**src/rtl/core_pkg.sv**
```systemverilog
// Shared core types: next-PC source selection.
package core_pkg;

    typedef enum logic [2:0] {
        HOLD,
        INCR,
        RET,
        REDIRECT,
        TRAP
    } pc_sel_e;

endpackage

```
**src/rtl/core_ras.sv**
```systemverilog
// Circular return-address stack: the oldest entry is overwritten on overflow,
// push+pop together replaces the top, and flush empties the stack.
module core_ras #(
    parameter int DEPTH = 4,
    parameter int WIDTH = 30
) (
    input  logic             clk_i,
    input  logic             rst_ni,
    input  logic             push_i,
    input  logic             pop_i,
    input  logic             flush_i,
    input  logic [WIDTH-1:0] push_data_i,
    output logic [WIDTH-1:0] top_o,
    output logic             empty_o,
    output logic             ovf_o,
    output logic             unf_o
);

    localparam int unsigned PTR_W = $clog2(DEPTH);
    localparam int unsigned CNT_W = $clog2(DEPTH + 1);
    localparam logic [CNT_W-1:0] FULL = CNT_W'(DEPTH);

    logic [WIDTH-1:0] mem_q [DEPTH];
    logic [PTR_W-1:0] tp_q;
    logic [CNT_W-1:0] cnt_q;
    logic             ovf_q;
    logic             unf_q;

    // tp_q indexes the current top; a push advances it, so a full push lands on the oldest slot
    always_ff @(posedge clk_i or negedge rst_ni) begin
        if (!rst_ni) begin
            for (int i = 0; i < DEPTH; i++) mem_q[i] <= '0;
            tp_q  <= '0;
            cnt_q <= '0;
            ovf_q <= 1'b0;
            unf_q <= 1'b0;
        end else begin
            ovf_q <= 1'b0;
            unf_q <= 1'b0;
            if (flush_i) begin
                cnt_q <= '0;
            end else if (push_i && pop_i) begin
                mem_q[tp_q] <= push_data_i;
            end else if (push_i) begin
                mem_q[tp_q + PTR_W'(1)] <= push_data_i;
                tp_q <= tp_q + PTR_W'(1);
                if (cnt_q == FULL) ovf_q <= 1'b1;
                else               cnt_q <= cnt_q + CNT_W'(1);
            end else if (pop_i) begin
                if (cnt_q == '0) begin
                    unf_q <= 1'b1;
                end else begin
                    tp_q  <= tp_q - PTR_W'(1);
                    cnt_q <= cnt_q - CNT_W'(1);
                end
            end
        end
    end

    assign empty_o = (cnt_q == '0);
    assign top_o   = empty_o ? '0 : mem_q[tp_q];
    assign ovf_o   = ovf_q;
    assign unf_o   = unf_q;

endmodule

```
**src/rtl/core_pc_ras.sv**
```systemverilog
// Program counter with trap/redirect/return/increment selection and an optional
// return-address stack, enabled by defining CORE_PC_RAS_EN.
module core_pc_ras
    import core_pkg::*;
#(
    parameter logic [31:0] BOOT_ADDR       = 32'h0,
    parameter int          WORD_ADDR_WIDTH = 30,
    parameter logic [31:0] TRAP_ADDR       = 32'h1,
    parameter int          RAS_DEPTH       = 4
) (
    input  logic                       clk_i,
    input  logic                       rst_ni,
    input  logic                       stall_i,
    input  logic                       incr_i,
    input  logic                       redirect_i,
    input  logic [WORD_ADDR_WIDTH-1:0] redirect_waddr_i,
    input  logic                       call_i,
    input  logic                       ret_i,
    input  logic                       trap_i,
    output logic [WORD_ADDR_WIDTH-1:0] pc_waddr_o,
    output logic [WORD_ADDR_WIDTH-1:0] next_pc_waddr_o,
    output logic [WORD_ADDR_WIDTH-1:0] ras_top_o,
    output logic                       ras_empty_o,
    output logic                       ras_ovf_o,
    output logic                       ras_unf_o
);

    localparam int unsigned AW = WORD_ADDR_WIDTH;
    localparam logic [AW-1:0] BOOT_W = BOOT_ADDR[AW-1:0];
    localparam logic [AW-1:0] TRAP_W = TRAP_ADDR[AW-1:0];

    pc_sel_e       sel_c;
    logic [AW-1:0] pc_q;
    logic [AW-1:0] pc_d_c;
    logic [AW-1:0] pc_inc_c;
    logic [AW-1:0] top_c;
    logic          empty_c;
    logic          ret_en_c;
    logic          incr_en_c;

`ifdef CORE_PC_RAS_EN
    assign ret_en_c  = ret_i;
    assign incr_en_c = incr_i;
`else
    // Without a stack a return can only fall through to the next word
    assign ret_en_c  = 1'b0;
    assign incr_en_c = incr_i | ret_i;
`endif

    // Trap overrides the stall; everything else freezes under stall
    always_comb begin
        sel_c = HOLD;
        if (trap_i)          sel_c = TRAP;
        else if (stall_i)    sel_c = HOLD;
        else if (redirect_i) sel_c = REDIRECT;
        else if (ret_en_c)   sel_c = RET;
        else if (incr_en_c)  sel_c = INCR;
    end

    assign pc_inc_c = pc_q + AW'(1);

    always_comb begin
        pc_d_c = pc_q;
        case (sel_c)
            TRAP:     pc_d_c = TRAP_W;
            REDIRECT: pc_d_c = redirect_waddr_i;
            RET:      pc_d_c = empty_c ? pc_inc_c : top_c;
            INCR:     pc_d_c = pc_inc_c;
            default:  pc_d_c = pc_q;
        endcase
    end

    always_ff @(posedge clk_i or negedge rst_ni) begin
        if (!rst_ni) pc_q <= BOOT_W;
        else         pc_q <= pc_d_c;
    end

    assign pc_waddr_o      = pc_q;
    assign next_pc_waddr_o = pc_inc_c;

`ifdef CORE_PC_RAS_EN
    logic push_c;
    logic pop_c;
    logic flush_c;

    // call+ret on a redirect replaces the top instead of pushing
    assign push_c  = (sel_c == REDIRECT) && call_i;
    assign pop_c   = (sel_c == RET) || (push_c && ret_i);
    assign flush_c = (sel_c == TRAP);

    core_ras #(
        .DEPTH (RAS_DEPTH),
        .WIDTH (AW)
    ) u_ras (
        .clk_i       (clk_i),
        .rst_ni      (rst_ni),
        .push_i      (push_c),
        .pop_i       (pop_c),
        .flush_i     (flush_c),
        .push_data_i (pc_inc_c),
        .top_o       (top_c),
        .empty_o     (empty_c),
        .ovf_o       (ras_ovf_o),
        .unf_o       (ras_unf_o)
    );
`else
    logic unused_call;
    assign unused_call = call_i;
    assign top_c       = '0;
    assign empty_c     = 1'b1;
    assign ras_ovf_o   = 1'b0;
    assign ras_unf_o   = 1'b0;
`endif

    assign ras_top_o   = top_c;
    assign ras_empty_o = empty_c;

endmodule

```
**config.mk**
```make
export PLATFORM = sky130hd
export DESIGN_NAME = core_pc_ras
export DESIGN_NICKNAME = d
export VERILOG_FILES = /design/src/rtl/core_pkg.sv /design/src/rtl/core_ras.sv /design/src/rtl/core_pc_ras.sv
export SDC_FILE = /design/constraint.sdc
export NUM_CORES = 1
export LEC_CHECK = 0
export ABC_AREA = 1
export CORE_ASPECT_RATIO = 0.8
export CORE_MARGIN = 8
export CORE_UTILIZATION = 37
export CTS_CLUSTER_DIAMETER = 50
export CTS_CLUSTER_SIZE = 28
export DETAILED_ROUTE_END_ITERATION = 8
export MAX_ROUTING_LAYER = met4
export PLACE_DENSITY = 0.77
export SYNTH_ARGS = -nofsm -noshare
export SYNTH_HDL_FRONTEND = slang
export SYNTH_HIERARCHICAL = 1
export SYNTH_SLANG_ARGS = --single-unit
```
**constraint.sdc**
```tcl
create_clock -name clk_i -period 1.6 [get_ports clk_i]
set_input_delay 0.32 -clock clk_i [delete_from_list [all_inputs] [get_ports clk_i]]
set_output_delay 0.32 -clock clk_i [all_outputs]
set_load 0.02 [all_outputs]
```
==> metrics.yaml <==
placed_design:
  dp.cells: 600
  hpwlAfterDp_um: 7070
  pre_cts_ws_ns: -0.622
  numPortBuffers: 96
  gp_congestion: 0.892
  place_area_um2: 4080
clock_tree:
  root_buffer: "clkbuf_8"
  clock_sinks: 30
  htree_levels: 2
  clock_latency_ns: 0.28
  cts_tree: "yes"
  path_clk_slew_ns: 0.06
  clk_path_buf_depth: 2
  cts_buffers: 5
sta:
  timing.final.crit_share: 1.30
  setup_viol: 32
  finalHoldViolations: 0
  final.setup_skew_ns: 0.00769
  fmax_mhz: 480
  finalMaxSlewViolations: 0
  grt_setup_unrepaired: "yes"
  period_minus_slack_ns: 2.08
  final.setup.worst_slack_ns: -0.483
routing:
  drc_errors: 0
  vias_per_cell: 4.66
  drt_first_pass_iters: 5
  drt_wl_total_um: 9490
  dr_total_vias: 2898
  antenna_left: 0
  drt_iter0_markers: 145
  wl_per_cell_um: 15.3
floorplanning:
  die-width_um: 111
  core_region_area_um2: 6930
  die_area_um2: 10200
  pin_count: 131
  fp.dieH_um: 91.8
  num_rows: 27
  initial_utilization: 0.384
synthesis:
  synth_flop_cell: "dfrtp_1"
  ys_warn_count: 6
  syn_area_per_cell_um2: 7.14
  synth_cells: 372
  synthArstFlopShare: 1.00
  yosys.area.top_type: "dfrtp_1"
  syn_area_um2: 2660
  synthTopCellsByArea: "dfrtp_1 28%, nand2_1 20%, buf_4 9.6%, nand3_1 7.3%, xor2_2 4.9%"
  yosysSeqAreaShare: 0.283
  post_synth_num_cell_types: 26
  synth_edf_count: 0
  ys_ff_latch: 30
  synth_top_area_frac: 0.283
critical_path:
  crit_type: "flop to output pin"
  setup.worst_path.start: "pc_waddr_o[1]"
  endpoint_kind: "output pin"
  rr_startpoint: "pc_waddr_o[1]"
  rrSetupSlack_ns: -0.05
  required_ns: 1.28
  r2r_cells: 11
  crit_arrival_ns: 1.76
  crit_chain: "buf_4, buf_6, nand2_4, nor2_4, nand2_4, nor2_8, nand3_2, and2_4, buf_6"
  cp_max_fo: 5
  cpMaxStageDelayCell: "dfrtp_2"
  cp_slowest_stage_delay_ns: 0.39
  reg2reg_to: "pc_waddr_o[28]"
  start_kind: "flop"
run_status:
  failed_checks: "negative setup slack"
  status: "finished with violations"
pwr:
  powerDensity_nw_per_um2: 539
  ir_worst_vdd_v: 0.000294
  power_leakage_nw: 2.31
finish:
  post_route_cells_drive_above_1_share: 0.424
  largest_register_ff_count: 30
  final-instance-count-excl-fill: 622
  diodes: 0
  fin_util: 0.653
  num-fill-cells: 564
  nNetsFinal: 573
  area_growth_pct: 70.3
  fin_area_um2: 4520
grt:
  grt_antenna_before_repair: 0
  grt_max_degree: 31
  grt_pass1_vias: 3013
  grt-ovfl-total: 0
  grt_pass1_wl_um: 14900
  track_usage: 0.179
flow_run:
  drv_cap: 0
min_path:
  holdCritPathClass: "primary input to asynchronous set/reset pin"
==> worst max-delay path by stage <==
stage               slack [ns]  cells after the start                   to
finish                   -0.48                      9  next_pc_waddr_o[29]
global route             -0.56                      9  next_pc_waddr_o[24]
CTS                      -0.43                      9  next_pc_waddr_o[24]
detailed placement       -0.62                      9  next_pc_waddr_o[24]
global placement         -0.59                      9  next_pc_waddr_o[24]
floorplan                -0.09                      8  next_pc_waddr_o[24]
==> synth_stat cells, drive strengths merged, types with 2 or more instances <==
| cell | n |
|---|---|
| nand2 | 159 |
| nor2 | 45 |
| inv | 19 |
| conb | 2 |
| nand3 | 39 |
| nand3b | 4 |
| and2 | 7 |
| nor3 | 2 |
| a22oi | 5 |
| xnor2 | 3 |
| xor2 | 12 |
| buf | 40 |
| dfrtp | 30 |
| clkbuf | 2 |
==> cell usage in the layout (no fill, tap or decap), types with 2 or more instances in the layout <==
cell and count:
nor2_4 10, dlygate4sd2_1 30, nor2_2 11, nor2_8 4, dfrtp_2 17, nand3b_1 4
clkbuf_1 3, nand2_4 7, buf_4 62, a22oi_1 5, nand2_1 110, clkdlybuf4s50_1 35
nand3_2 7, xor2_2 5, clkbuf_8 5, and2_4 4, xnor2_2 3, dfrtp_1 13
conb_1 33, buf_6 34, and2_1 3, nor2_1 20, nand2_2 42, xor2_4 7
inv_1 17, buf_12 2, nand3_1 32
==> what timing repair did <==
action / in CTS / in global routing
pin swaps: 30 / 31
hold endpoints to repair: 0 / 0
hold buffers: 0 / 0
setup endpoints to repair: 60 / 43
buffers inserted: 8 / 8
gates resized for setup: 213 / 54
==> through the flow <==
step                hold slack, ns  total power [mW]  TNS (ns)
floorplan                   0.0244              1.37    -0.832
global placement             0.596              1.80    -17.84
detailed placement           0.611              1.81    -20.75
CTS                          0.447              2.40     -9.63
global route                 0.488              2.55    -13.90
finish                       0.444              2.44    -11.36
==> report_power, final <==
group,total [mW],switching (mW),internal (mW)
combinational,0.969,0.525,0.443
sequential,0.876,0.0594,0.816
clock,0.593,0.285,0.309
total,2.44,0.869,1.57
==> worst max-delay path, delay by kind of cell, from the launching register on <==
family	cells	cell delay, ns
simple gates	6	0.75
flops	1	0.39
buf+inv	3	0.33
==> metal layers <==
layer / wire length, µm / GRT usage / up-vias
li1: - / - / 1400
met1: 3960 / 0.206 / 1381
met2: 4810 / 0.314 / 105
met3: 572 / 0.0384 / 12
met4: 140 / 0.0415 / 0
met5: 0 / - / -
==> cell type report <==
class	instances	area [µm²]	area share
flip-flops and latches	30	772	0.171
multi-input cells	312	1960	0.433
clock buffers	8	80.1	0.0177
repair buffers	166	1530	0.338
well taps	87	109	0.0241
inverters	19	73.8	0.0163
==> cells by family (layout without fill, tap and decap cells) <==
logic type / Yosys count / in the layout / synth area share
buffers and inverters: 61 / 193 / 0.137
other: 2 / 33 / 0.00283
AOI/OAI and AO/OA: 6 / 6 / 0.0160
xor gates and xnor gates: 15 / 15 / 0.0721
and+or+nand+nor: 257 / 257 / 0.485
adders and majority gates: 1 / 1 / 0.00471
DFF: 30 / 30 / 0.283
(Power assumes the default switching activity.)
